## config.mk

```make
export PLATFORM = sky130hd
export DESIGN_NAME = lru_tracker
export DESIGN_NICKNAME = d
export VERILOG_FILES = /design/src/rtl/lru_pkg.sv /design/src/rtl/lru_set_update.sv /design/src/rtl/lru_tracker.sv
export SDC_FILE = /design/constraint.sdc
export NUM_CORES = 2
export LEC_CHECK = 0
export CORE_UTILIZATION = 44
export DETAILED_ROUTE_END_ITERATION = 10
export SYNTH_ARGS = -nofsm -noshare
export SYNTH_HDL_FRONTEND = slang
export SYNTH_SLANG_ARGS = --single-unit
```

## constraint.sdc

```tcl
create_clock -name clk_i -period 5.3 [get_ports clk_i]
set_input_delay 1.06 -clock clk_i [delete_from_list [all_inputs] [get_ports clk_i]]
set_output_delay 1.06 -clock clk_i [all_outputs]
set_load 0.1 [all_outputs]
```

## src/rtl/lru_pkg.sv

```systemverilog
// -----------------------------------------------------------------------------
// lru_pkg
// Shared types and default sizes for the per-set true-LRU replacement tracker.
//   lru_op_e      : update opcode carried on op_i (NOP / TOUCH / FILL / INVAL)
//   flush_state_e : state of the full-array flush sweep
// -----------------------------------------------------------------------------
package lru_pkg;

    localparam int LRU_NUM_SETS = 64;
    localparam int LRU_NUM_WAYS = 4;

    typedef enum logic [1:0] {
        LRU_NOP   = 2'd0,
        LRU_TOUCH = 2'd1,
        LRU_FILL  = 2'd2,
        LRU_INVAL = 2'd3
    } lru_op_e;

    typedef enum logic {
        FL_IDLE  = 1'b0,
        FL_SWEEP = 1'b1
    } flush_state_e;

endpackage

```

## src/rtl/lru_set_update.sv

```systemverilog
// -----------------------------------------------------------------------------
// lru_set_update
// Purely combinational LRU logic for one cache set.
//   age_i / vld_i   : current way ages (0 = MRU) and valid bits of the op set
//   op_i / way_i    : update to apply
//   age_o / vld_o   : next-state ages and valid bits of the op set
//   qryAge_i/Vld_i  : ages and valid bits of the set being queried
//   victimWay_o     : lowest invalid way, else the way whose age is NUM_WAYS-1
//   victimEvict_o   : valid bit of the chosen victim way
// -----------------------------------------------------------------------------
import lru_pkg::*;

module lru_set_update #(
    parameter  int NUM_WAYS = LRU_NUM_WAYS,
    localparam int WAY_W    = $clog2(NUM_WAYS)
) (
    input  logic [NUM_WAYS-1:0][WAY_W-1:0] age_i,
    input  logic [NUM_WAYS-1:0]            vld_i,
    input  lru_op_e                        op_i,
    input  logic [WAY_W-1:0]               way_i,
    output logic [NUM_WAYS-1:0][WAY_W-1:0] age_o,
    output logic [NUM_WAYS-1:0]            vld_o,
    input  logic [NUM_WAYS-1:0][WAY_W-1:0] qryAge_i,
    input  logic [NUM_WAYS-1:0]            qryVld_i,
    output logic [WAY_W-1:0]               victimWay_o,
    output logic                           victimEvict_o
);

    logic [WAY_W-1:0] tgtAge;
    logic             foundFree;

    assign tgtAge = age_i[way_i];

    // Age update: promoting a way to MRU ages every younger way by one;
    // invalidating a way demotes it to LRU and pulls every older way up by one.
    // Either way the ages stay a permutation of 0..NUM_WAYS-1.
    always_comb begin
        age_o = age_i;
        vld_o = vld_i;
        case (op_i)
            LRU_TOUCH, LRU_FILL: begin
                for (int w = 0; w < NUM_WAYS; w++) begin
                    if (WAY_W'(w) == way_i) begin
                        age_o[w] = '0;
                    end else if (age_i[w] < tgtAge) begin
                        age_o[w] = age_i[w] + WAY_W'(1);
                    end
                end
                if (op_i == LRU_FILL) begin
                    vld_o[way_i] = 1'b1;
                end
            end
            LRU_INVAL: begin
                for (int w = 0; w < NUM_WAYS; w++) begin
                    if (WAY_W'(w) == way_i) begin
                        age_o[w] = WAY_W'(NUM_WAYS - 1);
                    end else if (age_i[w] > tgtAge) begin
                        age_o[w] = age_i[w] - WAY_W'(1);
                    end
                end
                vld_o[way_i] = 1'b0;
            end
            default: begin
            end
        endcase
    end

    // Victim select: an empty way always wins over evicting live data.
    always_comb begin
        victimWay_o = '0;
        foundFree   = 1'b0;
        for (int w = 0; w < NUM_WAYS; w++) begin
            if (!foundFree && !qryVld_i[w]) begin
                victimWay_o = WAY_W'(w);
                foundFree   = 1'b1;
            end
        end
        if (!foundFree) begin
            for (int w = 0; w < NUM_WAYS; w++) begin
                if (qryAge_i[w] == WAY_W'(NUM_WAYS - 1)) begin
                    victimWay_o = WAY_W'(w);
                end
            end
        end
        victimEvict_o = qryVld_i[victimWay_o];
    end

endmodule

```

## src/rtl/lru_tracker.sv

```systemverilog
// -----------------------------------------------------------------------------
// lru_tracker
// Multi-set true-LRU replacement tracker for an N-way set-associative cache.
//   clk_i, rst_ni          : clock, asynchronous active-low reset
//   op_i/op_set_i/op_way_i : TOUCH / FILL / INVAL update, applied at the edge
//   op_ready_o             : updates accepted (low during a flush sweep)
//   query_valid_i/set_i    : victim query, answered one cycle later
//   victim_valid_o         : one-cycle pulse with the query answer
//   victim_way_o/evict_o   : chosen way and whether it holds valid data
//   flush_i / busy_o       : start a sweep resetting every set / sweep running
// -----------------------------------------------------------------------------
import lru_pkg::*;

module lru_tracker #(
    parameter  int NUM_SETS = LRU_NUM_SETS,
    parameter  int NUM_WAYS = LRU_NUM_WAYS,
    localparam int SET_W    = $clog2(NUM_SETS),
    localparam int WAY_W    = $clog2(NUM_WAYS)
) (
    input  logic             clk_i,
    input  logic             rst_ni,
    input  logic [1:0]       op_i,
    input  logic [SET_W-1:0] op_set_i,
    input  logic [WAY_W-1:0] op_way_i,
    output logic             op_ready_o,
    input  logic             query_valid_i,
    input  logic [SET_W-1:0] query_set_i,
    output logic             victim_valid_o,
    output logic [WAY_W-1:0] victim_way_o,
    output logic             victim_evict_o,
    input  logic             flush_i,
    output logic             busy_o
);

    typedef logic [NUM_WAYS-1:0][WAY_W-1:0] ageVec_t;

    // Reset image of one set: way w starts with age w, nothing valid.
    function automatic ageVec_t resetAge();
        ageVec_t a;
        for (int w = 0; w < NUM_WAYS; w++) begin
            a[w] = WAY_W'(w);
        end
        return a;
    endfunction

    ageVec_t             age_q [NUM_SETS];
    logic [NUM_WAYS-1:0] vld_q [NUM_SETS];

    flush_state_e        state_q, state_d;
    logic [SET_W-1:0]    sweepCnt_q, sweepCnt_d;

    logic                victimValid_q;
    logic [WAY_W-1:0]    victimWay_q;
    logic                victimEvict_q;

    lru_op_e             opEff;
    ageVec_t             opAge_d;
    logic [NUM_WAYS-1:0] opVld_d;
    logic [WAY_W-1:0]    qryVictim_d;
    logic                qryEvict_d;
    logic                sweeping;

    assign sweeping = (state_q == FL_SWEEP);

    // Updates are dropped while the sweep owns the array.
    assign opEff = sweeping ? LRU_NOP : lru_op_e'(op_i);

    lru_set_update #(
        .NUM_WAYS (NUM_WAYS)
    ) u_setUpdate (
        .age_i         (age_q[op_set_i]),
        .vld_i         (vld_q[op_set_i]),
        .op_i          (opEff),
        .way_i         (op_way_i),
        .age_o         (opAge_d),
        .vld_o         (opVld_d),
        .qryAge_i      (age_q[query_set_i]),
        .qryVld_i      (vld_q[query_set_i]),
        .victimWay_o   (qryVictim_d),
        .victimEvict_o (qryEvict_d)
    );

    // Flush FSM state register.
    always_ff @(posedge clk_i or negedge rst_ni) begin
        if (!rst_ni) begin
            state_q    <= FL_IDLE;
            sweepCnt_q <= '0;
        end else begin
            state_q    <= state_d;
            sweepCnt_q <= sweepCnt_d;
        end
    end

    // Flush FSM next state: one set per cycle, counter returns to 0 on exit.
    always_comb begin
        state_d    = state_q;
        sweepCnt_d = sweepCnt_q;
        case (state_q)
            FL_IDLE: begin
                if (flush_i) begin
                    state_d    = FL_SWEEP;
                    sweepCnt_d = '0;
                end
            end
            FL_SWEEP: begin
                if (sweepCnt_q == SET_W'(NUM_SETS - 1)) begin
                    state_d    = FL_IDLE;
                    sweepCnt_d = '0;
                end else begin
                    sweepCnt_d = sweepCnt_q + SET_W'(1);
                end
            end
            default: begin
                state_d    = FL_IDLE;
                sweepCnt_d = '0;
            end
        endcase
    end

    // Flush FSM outputs.
    always_comb begin
        busy_o     = sweeping;
        op_ready_o = !sweeping;
    end

    // LRU state array. The sweep write takes priority; an op accepted in the
    // same cycle flush_i is raised still lands and is overwritten later.
    always_ff @(posedge clk_i or negedge rst_ni) begin
        if (!rst_ni) begin
            for (int s = 0; s < NUM_SETS; s++) begin
                age_q[s] <= resetAge();
                vld_q[s] <= '0;
            end
        end else if (sweeping) begin
            age_q[sweepCnt_q] <= resetAge();
            vld_q[sweepCnt_q] <= '0;
        end else if (opEff != LRU_NOP) begin
            age_q[op_set_i] <= opAge_d;
            vld_q[op_set_i] <= opVld_d;
        end
    end

    // Victim result register. It samples the array before this edge's
    // update, so a same-cycle op to the queried set is not visible.
    always_ff @(posedge clk_i or negedge rst_ni) begin
        if (!rst_ni) begin
            victimValid_q <= 1'b0;
            victimWay_q   <= '0;
            victimEvict_q <= 1'b0;
        end else begin
            victimValid_q <= query_valid_i && !sweeping;
            if (query_valid_i && !sweeping) begin
                victimWay_q   <= qryVictim_d;
                victimEvict_q <= qryEvict_d;
            end
        end
    end

    assign victim_valid_o = victimValid_q;
    assign victim_way_o   = victimWay_q;
    assign victim_evict_o = victimEvict_q;

endmodule
```

=== After elaboration in Yosys (flattened, before gate mapping) ===
Index checks and enable logic that the tools add are counted.

* Output and inout port bits: 6
* Register bits: 779
* Logic and storage cells: 461
* Input bits: 20

* Muxes and demuxes: 70
* $lt $le $gt $ge: 16
* Reductions and logical operators: 17
* Add/sub/neg operators: 9
* Equal/unequal tests: 12
* Bitwise gates (word level): 12

{| class="wikitable"
|+ Operators with widths
! cell !! count
|-
| $mux 512 || 2
|-
| $and 256x256->256 || 2
|-
| $bwmux 512 || 1
|-
| $mux 256 || 2
|-
| $not 256->256 || 2
|-
| $bwmux 256 || 1
|-
| $or 256x256->256 || 1
|-
| $bmux 8 s6 || 2
|-
| $demux 8 s6 || 2
|-
| $mux 2 || 25
|-
| $bmux 4 s6 || 2
|-
| $demux 4 s6 || 2
|-
| $mux 8 || 6
|-
| $mux 4 || 7
|-
| $ge 7x7->1 const B || 3
|-
| $not 6->7 || 3
|-
| $pmux 8 s2 || 1
|-
| $lt 7x1->1 const B || 2
|-
| $eq 2x2->1 const B || 6
|-
| $mux 6 || 2
|-
| $pmux 6 s2 || 1
|-
| $mux 1 || 9
|-
| $add 2x1->2 const B || 4
|-
| $gt 2x2->1 || 4
|-
| 24 further kinds || 44
|}

=== Logic depth before layout (Yosys ltp) ===
* Depth after elaboration: 20
* Mapped depth: 25
* Mapped depth without buffers: 18

=== By module ===
A second synthesis with hierarchy kept.

* Cells, all modules: 3396
* Area, all modules: 42293.1 µm²

{| class="wikitable"
|+ By module, submodules not included
! module !! seq. area each (µm²) !! instances !! cells each !! area each (µm²)
|-
| lru_tracker || 19814.0 || 1 || 3245 || 41324.6
|-
| lru_set_update || 0.0 || 1 || 151 || 968.4
|}

=== Worst setup path after synthesis ===
No wires, ideal clock.

* Kind: input-to-reg
* From: input port op_set_i[0]
* To: register age_q[105] (netlist bit)
* Stages on the path: 21
* Library setup time: 0.133 ns
* Data arrival time: 5.170 ns
* Path buffers: 7
* Setup slack: -0.003 ns
* Required time: 5.167 ns
* Path through: buf_2 > buf_6 > buf_6 > buf_4 > buf_4 > buf_2 > mux4_2 > mux2i_1 > nor2_1 > a21oi_1 > o221ai_1 > nor2_1 > a21oi_1 > a21oi_1 > ha_1 > a21oi_1 > nand2_1 > o31ai_1 > a2bb2oi_1 > clkbuf_1 > o21ai_0

* Word-level cells in the longest chain between the ends: 13
* Elaborated cells between the ends (all ways): 23
* Classes of those cells: add/sub: 2; order compare: 4; mux: 15; bitwise: 1; reduce/logical: 1

{| class="wikitable"
|+ RTL lines
! what !! line !! text
|-
| start, declared || lru_tracker.sv:23 || <nowiki>input logic [SET_W-1:0] op_set_i,</nowiki>
|-
| $not 6->7 (implied by the code) * || lru_tracker.sv:71, lru_tracker.sv:138 ||
|-
| $bmux 8 s6 || lru_tracker.sv:71 || <nowiki>.age_i (age_q[op_set_i]),</nowiki>
|-
| $mux 8 (implied by the code) (2 in a row) || lru_tracker.sv:71 ||
|-
| $bmux 2 s2 || lru_set_update.sv:32 || <nowiki>assign tgtAge = age_i[way_i];</nowiki>
|-
| $mux 2 (implied by the code) || lru_set_update.sv:32 ||
|-
| $gt 2x2->1 or $lt 2x2->1 (tied branches) || lru_set_update.sv:57, lru_set_update.sv:45 ||
|-
| $mux 2, on equally long branches || lru_set_update.sv:57, lru_set_update.sv:45 ||
|-
| $mux 2, on equally long branches || lru_set_update.sv:55, lru_set_update.sv:43 ||
|-
| $pmux 8 s2 || lru_set_update.sv:40 || <nowiki>case (op_i)</nowiki>
|-
| $bwmux 512 * || lru_tracker.sv:138 || <nowiki>age_q[op_set_i] <= opAge_d;</nowiki>
|-
| $mux 512 * || lru_tracker.sv:137 || <nowiki>end else if (opEff != LRU_NOP) begin</nowiki>
|-
| $mux 512 * || lru_tracker.sv:134 || <nowiki>end else if (sweeping) begin</nowiki>
|-
| end signal, assigned by index || lru_tracker.sv:131 || <nowiki>age_q[s] <= resetAge();</nowiki>
|-
| end signal, assigned by index || lru_tracker.sv:135 || <nowiki>age_q[sweepCnt_q] <= resetAge();</nowiki>
|-
| end signal, assigned by index || lru_tracker.sv:138 ||
|-
| end, declared || lru_tracker.sv:46 || <nowiki>ageVec_t age_q [NUM_SETS];</nowiki>
|}

Mark *: on every way between the ends. The rest lies on a longest branch, timed or not. The select of a mux whose other input is x is not followed.
A chain may end at the register's enable or synchronous reset.

=== Worst setup path in the final report ===
* From: input port op_set_i[5]
* To: register age_q[25] (netlist bit)

Same word-level chain as after synthesis.

==> results.toml <==
[outcome]
status = "complete, but fails checks"
violations = "negative setup slack"

[placed_design]
place_ws_ns = -0.943
port_buffers = 25
dpl.hpwl_um = 157000
place.gp.congestion = 1.10
placed_cell_area_um2 = 46000
dp_cells = 5651

[power_and_ir_drop]
switching_share = 0.358
power.total_w = 0.0217
clock_power_share = 0.312
p_sw_w = 0.00778
p_comb_frac = 0.261
p_per_area_nw_per_um2 = 440
peakVddDrop_mv = 0.316
internal_power_w = 0.0139
total_leakage_power_nw = 20.4
pwr-share-seq = 0.427

[timing]
finClkSkew_ns = 0.0449
fin_ws_ns = -0.00982
setup_viol = 2
fin_crit_sh = 1.00
hold_violations = 0
slew_viol_final = 0
tightest_slew_ns = 1.37
relSlewSlack = 0.0811
post-route-min-period_ns = 5.31
max_freq_mhz = 188

[detailed_routing]
vias = 41034
drcViolationCount = 0
routedWlPerCell_um = 37.3
antenna_left = 0
drt-initial-drc-count = 6441
wl_um = 218000
post_drt_via_cell_ratio = 7.02
first_pass_iters = 7

[clock_network]
cts_sinks = 779
numCtsBuffers = 91
cts.path.max_buffers = 3
clkSlewWorstSetupHoldPaths_ns = 0.06
cts-htree-levels = 3
clk_latency_ns = 0.72
cts_root_buf = "clkbuf_16"
cts_tree = "done"

[logic_synthesis]
syn_area_um2 = 41200
synth-seq-area-share = 0.480
synthArstFlopShare = 1.00
synth_cell_types = 84
netlist_instances = 4278
synthFlopType = "dfrtp_1"
syn_nets = 4311
synth_edf_count = 0
yosysWarnings = 0
ys_seq_elements = 779
avgSynthCellArea_um2 = 9.64

[grt]
grt_pass1_wl_um = 303000
antenna_found_initial = 17
first_global_vias = 38572
track_usage = 0.456
grt_max_degree = 182
grt-ovfl-total = 0

[setup_path]
critPathMaxFanout = 20
end_kind = "flip-flop"
path_cells = "clkdlybuf4s50_1 > buf_12 > nand3b_1 > buf_4 > a221oi_1 > o21ai_1 > nand2_2 > nor4bb_2 > buf_4 > nand2_1 > mux4_2 > buf_4 > ha_1 > inv_1 > a21oi_1 > a21oi_1 > nand2_1 > o31ai_1 > buf_4 > a2bb2oi_4 > buf_12 > clkbuf_16 > o21ai_0"
crit_path_top_delay_cell = "clkdlybuf4s50_1"
crit_cells = 23
worst-path-buf-inv = 9
critPathKind = "in2reg"
start_kind = "primary input"
cp_data_required_time_ns = 5.84
max_stage_delay_ns = 0.51
cp_top_family = "buffers and inverters"
cp.arrival_ns = 5.85
cpMostUsedCell = "buf_4"
ff2ff_path_depth = 19

[finish]
final_nets = 4538
drive_gt1_frac = 0.247
finalNonFillerCells = 5843
syn_to_final_growth_pct = 19.7
layout_commonest_cell = "o21ai_0"
fin_area_um2 = 49400
mostFrequentLayoutCells = "691 x o21ai_0, 689 x nand2_1, 522 x dfrtp_1"

[floorplanning]
initial_core_util = 0.447
rows = 111
dieArea_um2 = 95000
io_pins = 26
die_w_um = 308
core_area_um2 = 92200
fp.dieH_um = 308

[min_path]
worst_hold_path_type = "in2async"

[run]
drv_cap = 0
-- cells by family (layout without fill, tap and decap cells) --
| group | after synthesis | after routing | share of synthesized area |
|---|---|---|---|
| flops | 779 | 779 | 0.480 |
| buf+inv | 403 | 708 | 0.0428 |
| simple gates | 1292 | 1292 | 0.141 |
| mux | 218 | 218 | 0.0906 |
| other cells | 0 | 17 | 0 |
| compound gates | 1573 | 1573 | 0.242 |
| fa+ha+maj | 13 | 13 | 0.00394 |
-- power groups by stage --
stage / Sequential [W] / Combinational [W] / Clock, W
2_1_floorplan: 0.00862 / 0.00311 / 0
3_3_place_gp: 0.00923 / 0.00528 / 0
3_5_place_dp: 0.00925 / 0.00535 / 0
4_1_cts: 0.00917 / 0.00537 / 0.00679
5_1_grt: 0.00937 / 0.00587 / 0.00702
6_report: 0.00927 / 0.00568 / 0.00677
-- final cells by class --
| cell class | instances | area, um^2 |
|---|---|---|
| clock buffers | 130 | 2690 |
| fillers | 8490 | 42800 |
| multi-input cells | 3096 | 19900 |
| clock inverters | 41 | 483 |
| well taps | 1243 | 1560 |
| repair buffers | 508 | 4800 |
| diodes | 17 | 42.5 |
| flip-flops and latches | 779 | 19800 |
| inverters | 29 | 109 |
-- worst reg2reg max path: stages, from the launching register on --
cell and delay, ns:
dfstp_2 0.38, mux4_2 0.53, and3_1 0.26, a31o_2 0.27, a311oi_4 0.32, nand3_2 0.26
buf_4 0.22, mux4_2 0.50, buf_4 0.17, ha_1 0.18, inv_1 0.07, a21oi_1 0.09
a21oi_1 0.20, nand2_1 0.08, o31ai_1 0.23, buf_4 0.16, a2bb2oi_4 0.15, buf_12 0.16
clkbuf_16 0.27, o21ai_0 0.14
-- registers in the layout, summed over array words and instances, names as in the netlist --
name	flops
busy_o	1
sweepCnt_q	6
age_q	512
victim_way_o	2
victim_valid_o	1
vld_q	256
victim_evict_o	1
-- final timing paths --
| kind | slack, ns | start | to |
|---|---|---|---|
| worst max-delay path | -0.01 | op_set_i[5] | age_q[25] |
| worst min-delay path | 0.42 | rst_ni | age_q[256] |
| worst max register to register | 0.50 | age_q[14] | age_q[25] |
| worst min register to register | 0.48 | age_q[40] | age_q[40] |
| max in group asynchronous | 3.64 | rst_ni | age_q[509] |
| min in group clk_i | 0.48 | age_q[40] | age_q[40] |
-- through the flow --
step,setup TNS [ns],util,hold WS (ns)
6_report,-0.0105,0.535,0.419
5_1_grt,-0.000143,0.535,0.482
4_1_cts,0,0.533,0.450
3_5_place_dp,-416.58,0.499,0.465
3_3_place_gp,-433.03,0.499,0.453
2_1_floorplan,0,-,0.442
-- cells in the mapped netlist, drive strengths merged (5+ instances only) --
| cell | number | area (um^2) |
|---|---|---|
| inv | 28 | 105 |
| a211o | 6 | 52.6 |
| o21a | 22 | 165 |
| a221o | 21 | 210 |
| o211ai | 24 | 180 |
| and3 | 13 | 81.3 |
| a21o | 11 | 82.6 |
| a211oi | 7 | 52.6 |
| nor4 | 31 | 209 |
| a32o | 30 | 300 |
| nand2b | 67 | 419 |
| o22a | 119 | 1040 |
| a222oi | 5 | 50.1 |
| dfstp | 256 | 6730 |
| a22o | 55 | 482 |
| a31oi | 71 | 444 |
| nor3 | 28 | 145 |
| nand2 | 690 | 2590 |
| nor2b | 51 | 319 |
| ha | 13 | 163 |
| a41oi | 5 | 43.8 |
| nor2 | 196 | 736 |
| o2bb2ai | 6 | 71.3 |
| mux2i | 58 | 581 |
| a311oi | 6 | 52.6 |
| nand3 | 105 | 526 |
| o22ai | 72 | 464 |
| nor3b | 7 | 57.6 |
| mux2 | 40 | 454 |
| o221ai | 10 | 87.6 |
| or3 | 25 | 161 |
| o21ai | 704 | 3520 |
| a22oi | 103 | 773 |
| and2 | 10 | 62.6 |
| buf | 173 | 902 |
| a21oi | 192 | 961 |
| a221oi | 71 | 622 |
| dfrtp | 523 | 13100 |
| o31ai | 7 | 52.6 |
| mux4 | 120 | 2700 |
| or2 | 11 | 68.8 |
| nand4 | 34 | 213 |
| clkbuf | 201 | 754 |
| nand3b | 9 | 71.3 |
-- layer usage --
metal  part of all wire  GRT usage  up-vias  routed length (um)
met1               0.37      0.590    20528               81300
met3               0.14      0.177      860               31200
met2               0.40      0.630     3306               88000
met4              0.079      0.303        6               17200
li1                   -          -    16334                   -
met5            0.00015          0        -                  32
-- what timing repair did --
action                                 in CTS  in global routing
hold buffers                                0                  0
setup endpoints to repair                 503                506
resized for setup                           6                 21
buffers inserted                            1                  2
gates cloned                                0                  1
pin swaps                                   2                  4
endpoints found under the hold margin       0                  0
Power figures use the tool's default switching activity.
